[config.mk]
export PLATFORM = sky130hd
export DESIGN_NAME = spi_frame_ctrl_flat
export DESIGN_NICKNAME = d
export VERILOG_FILES = /design/src/rtl/spi_frame_ctrl_if.sv /design/src/rtl/spi_frame_ctrl.sv /design/src/flat_wrapper.sv
export SDC_FILE = /design/constraint.sdc
export NUM_CORES = 1
export LEC_CHECK = 0
export ABC_AREA = 1
export CAP_MARGIN = 20
export CELL_PAD_IN_SITES_DETAIL_PLACEMENT = 1
export CELL_PAD_IN_SITES_GLOBAL_PLACEMENT = 1
export CORE_AREA = 2 2 155 112
export DETAILED_ROUTE_END_ITERATION = 16
export DIE_AREA = 0 0 157 114
export PLACE_DENSITY = 0.74
export SYNTH_ARGS = -nofsm -noshare
export SYNTH_HDL_FRONTEND = slang
export SYNTH_SLANG_ARGS = --single-unit
[constraint.sdc]
create_clock -name clk -period 1.75 [get_ports clk]
set_clock_uncertainty 0.1 [all_clocks]
set_input_delay 0.2625 -clock clk [delete_from_list [all_inputs] [get_ports clk]]
set_output_delay 0.2625 -clock clk [all_outputs]
set_load 0.02 [all_outputs]
[src/rtl/spi_frame_ctrl_if.sv]
// Shift-register strobe and one-deep valid/ready frame output of spi_frame_ctrl.
// Master side drives the strobes and the frame; slave side returns the parallel word and ready.
interface spi_frame_ctrl_if #(
  parameter int WL = 96
);
  logic          s2p_en;
  logic          s2p_in;
  logic [WL-1:0] s2p_data;
  logic [WL-1:0] out_data;
  logic          out_valid;
  logic          out_ready;

  modport master (
    output s2p_en,
    output s2p_in,
    output out_data,
    output out_valid,
    input  s2p_data,
    input  out_ready
  );

  modport slave (
    input  s2p_en,
    input  s2p_in,
    input  out_data,
    input  out_valid,
    output s2p_data,
    output out_ready
  );
endinterface

[src/rtl/spi_frame_ctrl.sv]
// SPI mode-0 slave framer: sync + registered edge detect, shift strobes at SYNC+2 clk, frame out at SYNC+3 clk.
// One-deep output register; a good frame arriving while it is held and not being drained is dropped (overflow).
module spi_frame_ctrl #(
  parameter int WL   = 96,
  parameter int SYNC = 2
) (
  input  logic              clk,
  input  logic              iRST,
  input  logic              iSCLK,
  input  logic              iCS_n,
  input  logic              iMOSI,
  spi_frame_ctrl_if.master  bus,
  output logic              frame_err,
  output logic              overflow,
  output logic              busy
);

  localparam int CW     = $clog2(WL + 1) + 1;
  localparam int SETTLE = SYNC + 1;
  localparam int SW     = $clog2(SETTLE + 1);

  typedef enum logic [1:0] {
    S_IDLE,
    S_SHIFT,
    S_HOLD,
    S_CAPTURE
  } state_t;

  logic [SYNC-1:0] sclk_sync_q;
  logic [SYNC-1:0] cs_sync_q;
  logic [SYNC-1:0] mosi_sync_q;
  logic            sclk_dly_q;
  logic            cs_dly_q;
  logic            mosi_dly_q;
  logic            sclk_rise_q, sclk_rise_d;
  logic            cs_fall_q, cs_fall_d;
  logic            cs_rise_q, cs_rise_d;
  logic [SW-1:0]   settle_q;
  logic            settled;

  state_t          state_q, state_d;
  logic [CW-1:0]   bit_cnt_q, bit_cnt_d;
  logic            s2p_en_q, s2p_en_d;
  logic            s2p_in_q, s2p_in_d;
  logic [WL-1:0]   out_data_q, out_data_d;
  logic            out_valid_q, out_valid_d;
  logic            frame_err_q, frame_err_d;
  logic            overflow_q, overflow_d;

  // Edges are masked until the chains have flushed their reset values, so a CS_n
  // already low at reset release never looks like a falling edge.
  assign settled     = (settle_q == SW'(SETTLE));
  assign sclk_rise_d = settled &  sclk_sync_q[SYNC-1] & ~sclk_dly_q;
  assign cs_fall_d   = settled & ~cs_sync_q[SYNC-1]   &  cs_dly_q;
  assign cs_rise_d   = settled &  cs_sync_q[SYNC-1]   & ~cs_dly_q;

  always_ff @(posedge clk) begin
    if (iRST) begin
      sclk_sync_q <= '0;
      cs_sync_q   <= '1;
      mosi_sync_q <= '0;
      sclk_dly_q  <= 1'b0;
      cs_dly_q    <= 1'b1;
      mosi_dly_q  <= 1'b0;
      sclk_rise_q <= 1'b0;
      cs_fall_q   <= 1'b0;
      cs_rise_q   <= 1'b0;
      settle_q    <= '0;
    end else begin
      sclk_sync_q <= {sclk_sync_q[SYNC-2:0], iSCLK};
      cs_sync_q   <= {cs_sync_q[SYNC-2:0], iCS_n};
      mosi_sync_q <= {mosi_sync_q[SYNC-2:0], iMOSI};
      sclk_dly_q  <= sclk_sync_q[SYNC-1];
      cs_dly_q    <= cs_sync_q[SYNC-1];
      mosi_dly_q  <= mosi_sync_q[SYNC-1];
      sclk_rise_q <= sclk_rise_d;
      cs_fall_q   <= cs_fall_d;
      cs_rise_q   <= cs_rise_d;
      if (!settled) begin
        settle_q <= settle_q + 1'b1;
      end
    end
  end

  always_ff @(posedge clk) begin
    if (iRST) begin
      state_q     <= S_IDLE;
      bit_cnt_q   <= '0;
      s2p_en_q    <= 1'b0;
      s2p_in_q    <= 1'b0;
      out_data_q  <= '0;
      out_valid_q <= 1'b0;
      frame_err_q <= 1'b0;
      overflow_q  <= 1'b0;
    end else begin
      state_q     <= state_d;
      bit_cnt_q   <= bit_cnt_d;
      s2p_en_q    <= s2p_en_d;
      s2p_in_q    <= s2p_in_d;
      out_data_q  <= out_data_d;
      out_valid_q <= out_valid_d;
      frame_err_q <= frame_err_d;
      overflow_q  <= overflow_d;
    end
  end

  always_comb begin
    state_d     = state_q;
    bit_cnt_d   = bit_cnt_q;
    s2p_en_d    = 1'b0;
    s2p_in_d    = s2p_in_q;
    out_data_d  = out_data_q;
    out_valid_d = out_valid_q & ~bus.out_ready;
    frame_err_d = 1'b0;
    overflow_d  = 1'b0;

    case (state_q)
      S_IDLE: begin
        if (cs_fall_q) begin
          state_d   = S_SHIFT;
          bit_cnt_d = '0;
        end
      end
      S_SHIFT: begin
        if (cs_rise_q) begin
          state_d     = S_IDLE;
          frame_err_d = 1'b1;
        end else if (sclk_rise_q) begin
          s2p_en_d  = 1'b1;
          s2p_in_d  = mosi_dly_q;
          bit_cnt_d = bit_cnt_q + 1'b1;
          if (bit_cnt_q == CW'(WL - 1)) begin
            state_d = S_HOLD;
          end
        end
      end
      S_HOLD: begin
        // Extra clocks only count, so the shift register keeps the first WL bits.
        if (cs_rise_q) begin
          if (bit_cnt_q == CW'(WL)) begin
            state_d = S_CAPTURE;
          end else begin
            state_d     = S_IDLE;
            frame_err_d = 1'b1;
          end
        end else if (sclk_rise_q && (bit_cnt_q != CW'(WL + 1))) begin
          bit_cnt_d = bit_cnt_q + 1'b1;
        end
      end
      S_CAPTURE: begin
        state_d = S_IDLE;
        if (!out_valid_q || bus.out_ready) begin
          out_data_d  = bus.s2p_data;
          out_valid_d = 1'b1;
        end else begin
          overflow_d = 1'b1;
        end
      end
      default: begin
        state_d = S_IDLE;
      end
    endcase
  end

  assign bus.s2p_en    = s2p_en_q;
  assign bus.s2p_in    = s2p_in_q;
  assign bus.out_data  = out_data_q;
  assign bus.out_valid = out_valid_q;
  assign frame_err     = frame_err_q;
  assign overflow      = overflow_q;
  assign busy          = (state_q != S_IDLE);

endmodule

[src/flat_wrapper.sv]
// flat-port wrapper written by rule: the top's interface ports become plain ports
module spi_frame_ctrl_flat 
#(
  parameter int WL   = 96,
  parameter int SYNC = 2
)
  (clk, iRST, iSCLK, iCS_n, iMOSI, frame_err, overflow, busy, bus_s2p_en, bus_s2p_in, bus_out_data, bus_out_valid, bus_s2p_data, bus_out_ready);
  spi_frame_ctrl_if #(.WL(WL)) bus_i ();
  input  logic clk;
  input  logic iRST;
  input  logic iSCLK;
  input  logic iCS_n;
  input  logic iMOSI;
  output logic frame_err;
  output logic overflow;
  output logic busy;
  output wire logic [$bits(bus_i.s2p_en)-1:0] bus_s2p_en;
  output wire logic [$bits(bus_i.s2p_in)-1:0] bus_s2p_in;
  output wire logic [$bits(bus_i.out_data)-1:0] bus_out_data;
  output wire logic [$bits(bus_i.out_valid)-1:0] bus_out_valid;
  input wire logic [$bits(bus_i.s2p_data)-1:0] bus_s2p_data;
  input wire logic [$bits(bus_i.out_ready)-1:0] bus_out_ready;
  assign bus_s2p_en = bus_i.s2p_en;
  assign bus_s2p_in = bus_i.s2p_in;
  assign bus_out_data = bus_i.out_data;
  assign bus_out_valid = bus_i.out_valid;
  assign bus_i.s2p_data = bus_s2p_data;
  assign bus_i.out_ready = bus_out_ready;
  spi_frame_ctrl #(.WL(WL), .SYNC(SYNC)) u_core (.clk(clk), .iRST(iRST), .iSCLK(iSCLK), .iCS_n(iCS_n), .iMOSI(iMOSI), .bus(bus_i), .frame_err(frame_err), .overflow(overflow), .busy(busy));
endmodule
---- Word-level counts from Yosys, hierarchy flattened ----
Index checks and enable logic that the tools add are counted.
storage, ports and cells
  flip-flop bits (word level) ............. 125
  latch bits .............................. 0
  memories kept ........................... 0
  RAM bits ................................ 0
  memory bits (read-only) ................. 0
  output and inout bits ................... 102
  input bits .............................. 102
operators by class
  $lt $le $gt $ge ......................... 0
  shift operators ......................... 0
  multiply operators ...................... 0
  add/subtract/negate cells ............... 2
  equal/unequal tests ..................... 15
  reductions and logical operators ........ 12
  muxes and demuxes ....................... 21
  bitwise logic cells ..................... 14
  divide/modulo/power cells ............... 0
operator list
  cell                   number
  $mux W8                5
  $pmux W8 S3            1
  $eq A8 B7 Y1 const B   2
  $mux W2                6
  $add A8 B1 Y8 const B  1
  $ne A2 B1 Y1 const B   4
  $ne A8 B7 Y1 const B   1
  $pmux W2 S4            1
  $and A1 B1 Y1          7
  $mux W1                7
  $not A1 Y1             7
  $eq A2 B2 Y1 const B   3
  $ne A3 B1 Y1 const B   2
  $reduce_and A6 Y1      1
  $ne A2 B2 Y1 const B   2
  $reduce_and A4 Y1      1
  $reduce_and A3 Y1      1
  $reduce_bool A3 Y1     1
  $reduce_or A3 Y1       1
  $add A2 B1 Y2 const B  1
  $eq A2 B1 Y1 const B   1
  $logic_not A2 Y1       1
  $pmux W1 S2            1
  $reduce_and A2 Y1      1
  other kinds (5)        5

---- Depth between registers and ports, before layout ----
Gate-level depths: netlist of run 1.
  depth after elaboration ................. 5
  mapped depth ............................ 12

---- Worst setup path before layout of run 1 ----
OpenSTA, ideal clock, no wires.
  path kind ............................... reg2reg
  from .................................... register u_core.state_q[0]
  to ...................................... register u_core.bit_cnt_q[5]
  cell stages (with the launch flop) ...... 11
  arrival ................................. 1.467 ns
  clock period less this slack ............ 1.676 ns
  setup slack ............................. 0.074 ns
  path buffers ............................ 0
  cell sequence ........................... dfxtp_1 -> inv_1 -> ha_1 -> inv_1 -> nor2_1 -> nor3_4 -> nand2_4 -> nand2_1 -> nand2_1 -> nand2_1 -> inv_1
between the ends
  cells in the longest elaborated chain, start to end .. 3
  elaborated cells on any way between the ends .. 11
  classes of those cells .................. 7 x eq/ne; 1 x mux; 3 x reduce/logical
RTL lines
  what                                                         line                   RTL
  start: declaration                                           spi_frame_ctrl.sv:41   state_t state_q, state_d;
  start signal: assignment                                     spi_frame_ctrl.sv:96   state_q <= state_d;
  $eq A2 B2 Y1, or another cell as far along                   spi_frame_ctrl.sv:117  case (state_q)
  $ne A2 B2 Y1 (no source line), or another cell as far along  n/a
  $reduce_and A6 Y1 (no source line)                           n/a
  end signal: assignment                                       spi_frame_ctrl.sv:97   bit_cnt_q <= bit_cnt_d;
  end: declaration                                             spi_frame_ctrl.sv:42   logic [CW-1:0] bit_cnt_q, bit_cnt_d;
Parallel ways exist; a longest one is shown, timed or not.
A chain may end at the register's enable or synchronous reset.

---- Worst setup path after layout of run 1 ----
  from .................................... register u_core.out_data_q[63] (netlist: u_core.bus.out_data[63])
  to ...................................... output port bus_out_data[63]
RTL lines
  what                      line                   RTL
  start: declaration        spi_frame_ctrl.sv:45   logic [WL-1:0] out_data_q, out_data_d;
  start signal: assignment  spi_frame_ctrl.sv:100  out_data_q <= out_data_d;
  end: declaration          flat_wrapper.sv:19     output wire logic [$bits(bus_i.out_data)-1:0] bus_out_data;
No word-level cell between the ends.

==> results_dict.tcl, run 1 <==
set metrics [dict create \
    status "complete, no violations" \
    synth_cell_types 26 \
    mostFrequentLayoutCells "nor2_1, dfxtp_1, clkdlybuf4s50_1, o21ai_0, dlymetal6s2s_1" \
    final_common_cell "nor2_1" \
    grt_pass1_vias 5006 \
    synthMuxAreaShare_pct 0 \
    crit_family "buffers and inverters" \
    synth_top_family_by_area "simple AND/OR/NAND/NOR gates" \
    final_area_um2 7680 \
    num_rows 40 \
    ant_nets 0 \
    clockBufferDepth 2 \
    power_density_nw_per_um2 1210 \
    num-fill-cells 1973 \
    crit_arrival_ns 1.34 \
    cp-start-kind "flip-flop" \
    vias 4679 \
    drive_gt1_share_pct 8.20 \
    routed_wl_mm 15.4 \
    dieArea_um2 17900 \
    path_max_fanout 2 \
    setup_viol 0 \
    top_level_ports 204 \
    syn_nets 723 \
    tightest_slew_ns 0.283 \
    post-place-ws_ns -0.0105 \
    fmax_ghz 0.587 \
    core_um2 16600 \
    synthAdderAreaFrac_pct 2.42 \
    insertion_delay_ns 0.41 \
    ir_drop_uv 575 \
    detail_route.wl_per_cell_um 14.6 \
    drcViolationCount 0 \
    clk_pin_slew_ns 0.06 \
    synth_area_per_cell_um2 7.61 \
    gp_congestion 0.794 \
    slew_violations 0 \
    synth-compound-area-share_pct 11.8 \
    overflow 0 \
    htreeDepth 4 \
    port_buffers 203 \
    p_leak_nw 3.99 \
    ys_ff_latch 125 \
    synth-simple-area-share_pct 25.8 \
    die_w_um 157 \
    worst-setup-path-type "flip-flop to primary output" \
    die_h_um 114 \
    cts_hold_buffers 0 \
    viasPerCell 4.41 \
    cp-end-kind "primary output" \
    fin_util_pct 46.4 \
    path_buf_inv 1 \
    placed_area_um2 7000 \
    track_usage_pct 17.9 \
    report.final.hold_viol_count 0 \
    cts_buffers 17 \
    seq_area_frac_synth_pct 53.7 \
    cpPeakStageDelay_ns 0.61 \
    fin_crit_ns 1.70 \
    clockRootBuffer "clkbuf_16" \
    firstDrtPassIters 4 \
    synth_area_um2 4660 \
    area_delta_synth_final_pct 64.8 \
    cp_slowest_cell "clkdlybuf4s50_1" \
    multi_input_comb_area_um2 1890 \
    finalPower_mw 9.33 \
    grt_pass1_wl_mm 24.9 \
    antenna_found_initial 0 \
    min_period_over_period_pct 97.4 \
    first_iter_violations 184 \
    dp_cells 1027 \
    yosys_warnings 0 \
    required_ns 1.39 \
    slew_headroom_pct 81.1 \
    floorplan.initialDensity_pct 28.1 \
    final_cells 1060 \
    cts.sink_count 125 \
    nets 927 \
    diodes 0 \
    layout_setup_ws_ns 0.0461 \
    hold_path_class "input pin to flip-flop" \
    syn_inst 612 \
    seq_area_um2 2500 \
    crit_chain "clkdlybuf4s50_1" \
    post-dp-hpwl_mm 10.9 \
    cts_tree "done" \
    synth-xor-area-share_pct 0.188 \
    maxCapViolations 0 \
    grt_max_degree 76 \
]
[per-layer routing]
| metal | routed length, um | GRT usage (%) | up-vias |
|---|---|---|---|
| met1 | 6200 | 18.9 | 2184 |
| met3 | 1690 | 9.65 | 13 |
| met2 | 7420 | 30.8 | 140 |
| met5 | 0 | 0 | - |
| li1 | - | - | 2342 |
| met4 | 140 | 5.44 | 0 |
[kinds of logic (layout without fill, tap and decap cells)]
family	count (synthesis)	in the layout
xor+xnor	1	1
fa+ha+maj	9	9
compound gates	109	109
buf+inv	69	286
simple gates	299	299
flops	125	125
[metrics by stage]
step	setup TNS, ns	hold WS, ns
CTS	0	0.260
floorplan	0	0.266
global placement	0	0.285
global route	-0.00318	0.287
finish	0	0.277
detailed placement	-0.0350	0.297
[state kept, by name, summed over array words and instances (netlist names), 2 cells and up]
signal	flops
u_core.settle_q	2
u_core.bus.out_data	96
u_core.cs_sync_q	2
u_core.state_q	2
u_core.sclk_sync_q	2
u_core.bit_cnt_q	8
u_core.mosi_sync_q	2
[worst register-to-register path: cells and delay by family, from the launching register on]
family | cells | cell delay, ns
AO/OA/AOI/OAI | 1 | 0.16
adder cells (fa/ha/maj) | 1 | 0.22
buffers and inverters | 5 | 0.48
flip-flops | 1 | 0.33
AND/OR/NAND/NOR | 4 | 0.24
[final timing paths]
kind,startpoint,slack (ns),cells after the start,end
setup / recovery,u_core.bus.out_data[63]$_SDFFE_PP0P_,0.05,1,bus_out_data[63]
hold / removal,iMOSI,0.28,3,u_core.mosi_sync_q[0]$_SDFF_PP0_
setup reg to reg,u_core.state_q[1]$_SDFFE_PP0P_,0.10,11,u_core.bit_cnt_q[5]$_SDFFE_PP0P_
hold reg to reg,u_core.sclk_dly_q$_SDFF_PP0_,0.30,1,u_core.sclk_rise_q$_SDFF_PP0_
[synthesized netlist by cell type (all sizes together)]
cell	number	area share, %
o21ai	99	11
clkinv	1	0.080
nand3	16	1.7
clkbuf	19	1.5
inv	35	2.8
nor3	2	0.46
or2	3	0.40
dfxtp	125	54
xor2	1	0.19
a211oi	1	0.16
o22ai	1	0.13
nor3b	1	0.16
nand4	2	0.27
ha	9	2.4
nor2	224	18
a21oi	8	0.86
nand2	49	4.4
nor4	2	0.27
buf	14	1.7
[power by group]
group	total, mW	internal, mW	switching (mW)
combinational	2.47	1.06	1.41
clock	3.54	2.18	1.37
sequential	3.32	3.14	0.176
[what timing repair did]
| item | CTS | global route |
|---|---|---|
| resized for setup | 53 | 54 |
| buffers inserted | 1 | 0 |
| pin swaps | 1 | 0 |
| endpoints found under the setup margin | 53 | 57 |
| cloned | 0 | 0 |
[area by class of cell]
class	count	share of cell area (%)
flip-flops and latches	125	32.6
repair buffers	218	29.6
multi-input cells	418	24.6
clock buffers	19	5.90
well taps	231	3.76
clock inverters	13	1.82
inverters	36	1.76
Note: power is estimated with default switching activity, not from simulation.
==> run 2: changes to the inputs <==
- CORE_AREA: 2 2 155 112 -> 8 8 161 118
- DIE_AREA: 0 0 157 114 -> 0 0 169 126
==> run 2 against run 1 <==
Utilization is 0.50 points lower. Sequential cell count unchanged. Design area shrank 0.78%. Via count is 0.75% higher. Wire length rose by 11%. Clock power up 3%. Critical endpoint is now bus_out_data[23].
==> results_dict.tcl, run 2 (synthesized netlist as in run 1, its figures left out) <==
set metrics [dict create \
    crit_arrival_ns 1.35 \
    post-dp-hpwl_mm 12.3 \
    cts_buffers 17 \
    detail_route.wl_per_cell_um 16.2 \
    final_common_cell "nor2_1" \
    path_buf_inv 1 \
    setup_viol 0 \
    p_leak_nw 3.75 \
    diodes 0 \
    status "complete, no violations" \
    cp-end-kind "primary output" \
    drcViolationCount 0 \
    crit_family "buffers and inverters" \
    ant_nets 0 \
    track_usage_pct 15.9 \
    cts_tree "done" \
    grt_pass1_wl_mm 27.0 \
    clk_pin_slew_ns 0.06 \
    slew_headroom_pct 76.6 \
    crit_chain "clkdlybuf4s50_1" \
    nets 925 \
    grt_pass1_vias 5124 \
    tightest_slew_ns 0.350 \
    num_rows 40 \
    cp-start-kind "flip-flop" \
    slew_violations 0 \
    core_um2 16600 \
    area_delta_synth_final_pct 63.5 \
    top_level_ports 204 \
    fin_crit_ns 1.71 \
    drive_gt1_share_pct 8.22 \
    power_density_nw_per_um2 1230 \
    dieArea_um2 21300 \
    insertion_delay_ns 0.41 \
    first_iter_violations 216 \
    cp_slowest_cell "clkdlybuf4s50_1" \
    die_w_um 169 \
    ir_drop_uv 534 \
    routed_wl_mm 17.1 \
    clockBufferDepth 2 \
    placed_area_um2 6990 \
    mostFrequentLayoutCells "nor2_1, dfxtp_1, clkdlybuf4s50_1, o21ai_0, dlygate4sd2_1" \
    port_buffers 203 \
    finalPower_mw 9.40 \
    min_period_over_period_pct 97.9 \
    vias 4714 \
    floorplan.initialDensity_pct 28.0 \
    cts_hold_buffers 0 \
    hold_path_class "input pin to flip-flop" \
    required_ns 1.39 \
    antenna_found_initial 0 \
    report.final.hold_viol_count 0 \
    whs_ns 0.278 \
    largest_reg_flops 96 \
    viasPerCell 4.46 \
    overflow 0 \
    path_max_fanout 2 \
    cts.sink_count 125 \
    final_area_um2 7620 \
    clockRootBuffer "clkbuf_16" \
    worst-setup-path-type "flip-flop to primary output" \
    gp_congestion 0.828 \
    fmax_ghz 0.584 \
    grt_max_degree 63 \
    htreeDepth 4 \
    cpPeakStageDelay_ns 0.61 \
    maxCapViolations 0 \
    die_h_um 126 \
    rsz0062_at_grt "false" \
    firstDrtPassIters 6 \
]
run 2: changes by cell type in the layout (fill, tap and decap cells not counted), moves of 2 or more:
cell | before | now
dlygate4sd2_1 | 46 | 68
nand2_1 | 44 | 42
nand2_2 | 3 | 5
clkdlybuf4s50_1 | 108 | 105
dlymetal6s2s_1 | 48 | 29
buf_4 | 8 | 6
run 2: worst paths after layout:
check	cells past startpoint	start	slack, ns	to
min reg2reg	1	u_core.sclk_dly_q$_SDFF_PP0_	0.30	u_core.sclk_rise_q$_SDFF_PP0_
min	3	iMOSI	0.28	u_core.mosi_sync_q[0]$_SDFF_PP0_
max reg2reg	8	u_core.state_q[1]$_SDFFE_PP0P_	0.07	u_core.bit_cnt_q[3]$_SDFFE_PP0P_
max	1	u_core.bus.out_data[23]$_SDFFE_PP0P_	0.04	bus_out_data[23]
run 2: per-stage QoR:
step | TNS [ns] | utilization, % | instances | setup slack, ns
3_5_place_dp | -0.304 | 42.1 | 1026 | -0.0563
4_1_cts | 0 | 45.4 | 1058 | 0.000294
3_3_place_gp | 0 | 42.1 | 1026 | 0.0191
6_report | 0 | 45.9 | 1058 | 0.0364
2_1_floorplan | 0 | - | 612 | 0.0741
5_1_grt | 0 | 45.9 | 1058 | 0.000450
run 2: layout make-up:
class / instances / area (um^2)
clock buffers: 19 / 453
clock inverters: 13 / 165
fillers: 2035 / 9000
inverters: 36 / 135
multi-input cells: 418 / 1890
flip-flops and latches: 125 / 2500
well taps: 231 / 289
repair buffers: 216 / 2180
run 2: power by group:
group          switching [mW]  internal (mW)
Sequential              0.176           3.14
Combinational            1.43           1.01
Clock                    1.33           2.32
run 2: routing by layer:
| layer | share of wire (%) | global-route usage [%] |
|---|---|---|
| met4 | 1.3 | 4.88 |
| met1 | 41 | 16.9 |
| met2 | 47 | 25.9 |
| met5 | 0 | 0 |
| met3 | 11 | 9.68 |
run 2: repair_timing:
item / in CTS / in global routing
endpoints found under the setup margin: 72 / 39
resized for setup: 79 / 33
setup buffers: 0 / 0
pin swaps: 1 / 1
==> run 3: changes to the inputs <==
- ABC_CLOCK_PERIOD_IN_PS: default -> 1750
- CORE_AREA: 8 8 161 118 -> 5 5 158 115
- DIE_AREA: 0 0 169 126 -> 0 0 163 120
==> run 3 against run 2 <==
Clock power barely moved. Largest power group unchanged. Combinational power barely moved. Sequential share of layout area fell by 0.29 points. Sequential cell count did not move. Total power rose by 0.51%. Count of clock-buffer cells in the layout rose by 4. Critical endpoint is now bus_out_data[12]. Worst hold slack got worse by 0.015 ns. Design area rose by 0.89%. Fmax rose by 0.29%. Global-route usage rose by 0.65 points.
==> results_dict.tcl, run 3 (synthesized netlist as in run 1, its figures left out) <==
set metrics [dict create \
    drcViolationCount 0 \
    reg2regPathDepth 10 \
    cts_tree "done" \
    grt_max_degree 71 \
    gr-usage-met1_pct 18.2 \
    cts_setup_buffers 0 \
    seq_power_share_pct 35.1 \
    min_period_over_period_pct 97.6 \
    tightest_slew_ns 0.286 \
    first_iter_violations 204 \
    top_level_ports 204 \
    fmax_ghz 0.585 \
    track_usage_pct 16.5 \
    detail_route.wl_per_cell_um 15.4 \
    finalPower_mw 9.45 \
    die_h_um 120 \
    grt.met3_usage_pct 9.30 \
    cp-end-kind "primary output" \
    clk_pin_slew_ns 0.06 \
    cts.sink_count 125 \
    ant_nets 0 \
    power.share.combinational_pct 26.0 \
    whs_ns 0.263 \
    crit_family "buffers and inverters" \
    port_buffers 203 \
    cp_slowest_cell "clkdlybuf4s50_1" \
    path_max_fanout 2 \
    gp_congestion 0.829 \
    hold_path_class "input pin to flip-flop" \
    ir_drop_uv 573 \
    drive_gt1_share_pct 7.87 \
    grt_pass1_vias 4936 \
    path_buf_inv 1 \
    report.final.hold_viol_count 0 \
    required_ns 1.39 \
    crit_chain "clkdlybuf4s50_1" \
    insertion_delay_ns 0.41 \
    cp-start-kind "flip-flop" \
    met2_usage_pct 26.9 \
    cp.depth 1 \
    setup_viol 0 \
    num_rows 40 \
    floorplan.initialDensity_pct 28.0 \
    nets 924 \
    min_delay_path_depth 3 \
    overflow 0 \
    firstDrtPassIters 4 \
    cts_buffers 17 \
    slew_violations 0 \
    die_w_um 163 \
    slew_headroom_pct 81.0 \
    clockBufferDepth 2 \
    busiest_layer "met2" \
    maxCapViolations 0 \
    fin_util_pct 46.3 \
    vias 4657 \
    cpPeakStageDelay_ns 0.61 \
    p_int_mw 6.59 \
    final_common_cell "nor2_1" \
    post-dp-hpwl_mm 11.7 \
    viasPerCell 4.41 \
    crit_arrival_ns 1.35 \
    antenna_found_initial 0 \
    fin_crit_ns 1.71 \
    clockRootBuffer "clkbuf_16" \
    cts_hold_buffers 0 \
    htreeDepth 4 \
    p_sw_mw 2.86 \
    power_frac_clock_pct 38.9 \
    p_leak_nw 3.95 \
    routed_wl_mm 16.2 \
    mostFrequentLayoutCells "nor2_1, dfxtp_1, clkdlybuf4s50_1, o21ai_0, dlygate4sd2_1" \
    dieArea_um2 19600 \
    status "complete, no violations" \
    core_um2 16600 \
    area_delta_synth_final_pct 65.0 \
    largest_reg_flops 96 \
    diodes 0 \
    power_density_nw_per_um2 1230 \
    swShare_pct 30.3 \
    worst-setup-path-type "flip-flop to primary output" \
    grt_pass1_wl_mm 25.4 \
]
run 3: cell count changes in the layout (fill, tap and decap cells not counted), sizes merged:
| cell | previous run | this run |
|---|---|---|
| clkinv | 6 | 3 |
| inv | 36 | 35 |
| dlygate4sd2 | 68 | 49 |
| clkdlybuf4s50 | 105 | 108 |
| dlymetal6s2s | 29 | 45 |
| clkbuf | 19 | 23 |
| buf | 14 | 13 |
run 3: power by group through the flow:
stage	sequential, mW	clock, mW	combinational (mW)
final	3.32	3.67	2.46
after global routing	3.36	3.91	2.73
after CTS	3.32	3.76	2.46
after detailed placement	3.38	0	2.52
after global placement	3.36	0	2.44
after floorplan	3.59	0	1.13
run 3: final timing paths:
kind	from	end	slack [ns]
worst min register to register	u_core.sclk_dly_q$_SDFF_PP0_	u_core.sclk_rise_q$_SDFF_PP0_	0.29
worst min-delay path	iSCLK	u_core.sclk_sync_q[0]$_SDFF_PP0_	0.26
worst max register to register	u_core.state_q[0]$_SDFFE_PP0P_	u_core.bit_cnt_q[5]$_SDFFE_PP0P_	0.12
worst max-delay path	u_core.bus.out_data[12]$_SDFFE_PP0P_	bus_out_data[12]	0.04
run 3: worst register-to-register path, stage by stage, from the launching register on:
cell and delay [ns]:
dfxtp_2 0.33, ha_1 0.25, clkinv_1 0.12, nand2_2 0.08
nor3_4 0.21, buf_12 0.15, nand2_4 0.08, nand2_1 0.07
nand2_1 0.05, nand2_1 0.05, inv_1 0.04
run 3: final cells by class:
cell class                 count  area [um^2]
multi-input combinational    418         1890
inverter                      36          135
clock buffer                  23          488
fill                        2025         8930
tap                          231          289
sequential                   125         2500
timing repair buffer         215         2250
clock inverter                 9          134
run 3: through the flow:
stage          area [um^2]  setup slack [ns]  instances  setup TNS, ns
2_1_floorplan         4660            0.0741        612              0
3_3_place_gp          7000            0.0223       1025              0
3_5_place_dp          7000          -0.00903       1025       -0.00903
4_1_cts               7550          0.000313       1057              0
5_1_grt               7690           -0.0126       1057        -0.0126
6_report              7690            0.0412       1057              0
run 3: what timing repair did:
| action | in CTS | in global routing |
|---|---|---|
| pin swaps | 0 | 1 |
| endpoints found under the setup margin | 50 | 56 |
| resized for setup | 54 | 54 |
run 3: metal layers:
layer | vias up | wire length (um)
met2 | 146 | 7540
met5 | - | 0
met3 | 19 | 1890
met4 | 0 | 249
li1 | 2335 | -
met1 | 2157 | 6550
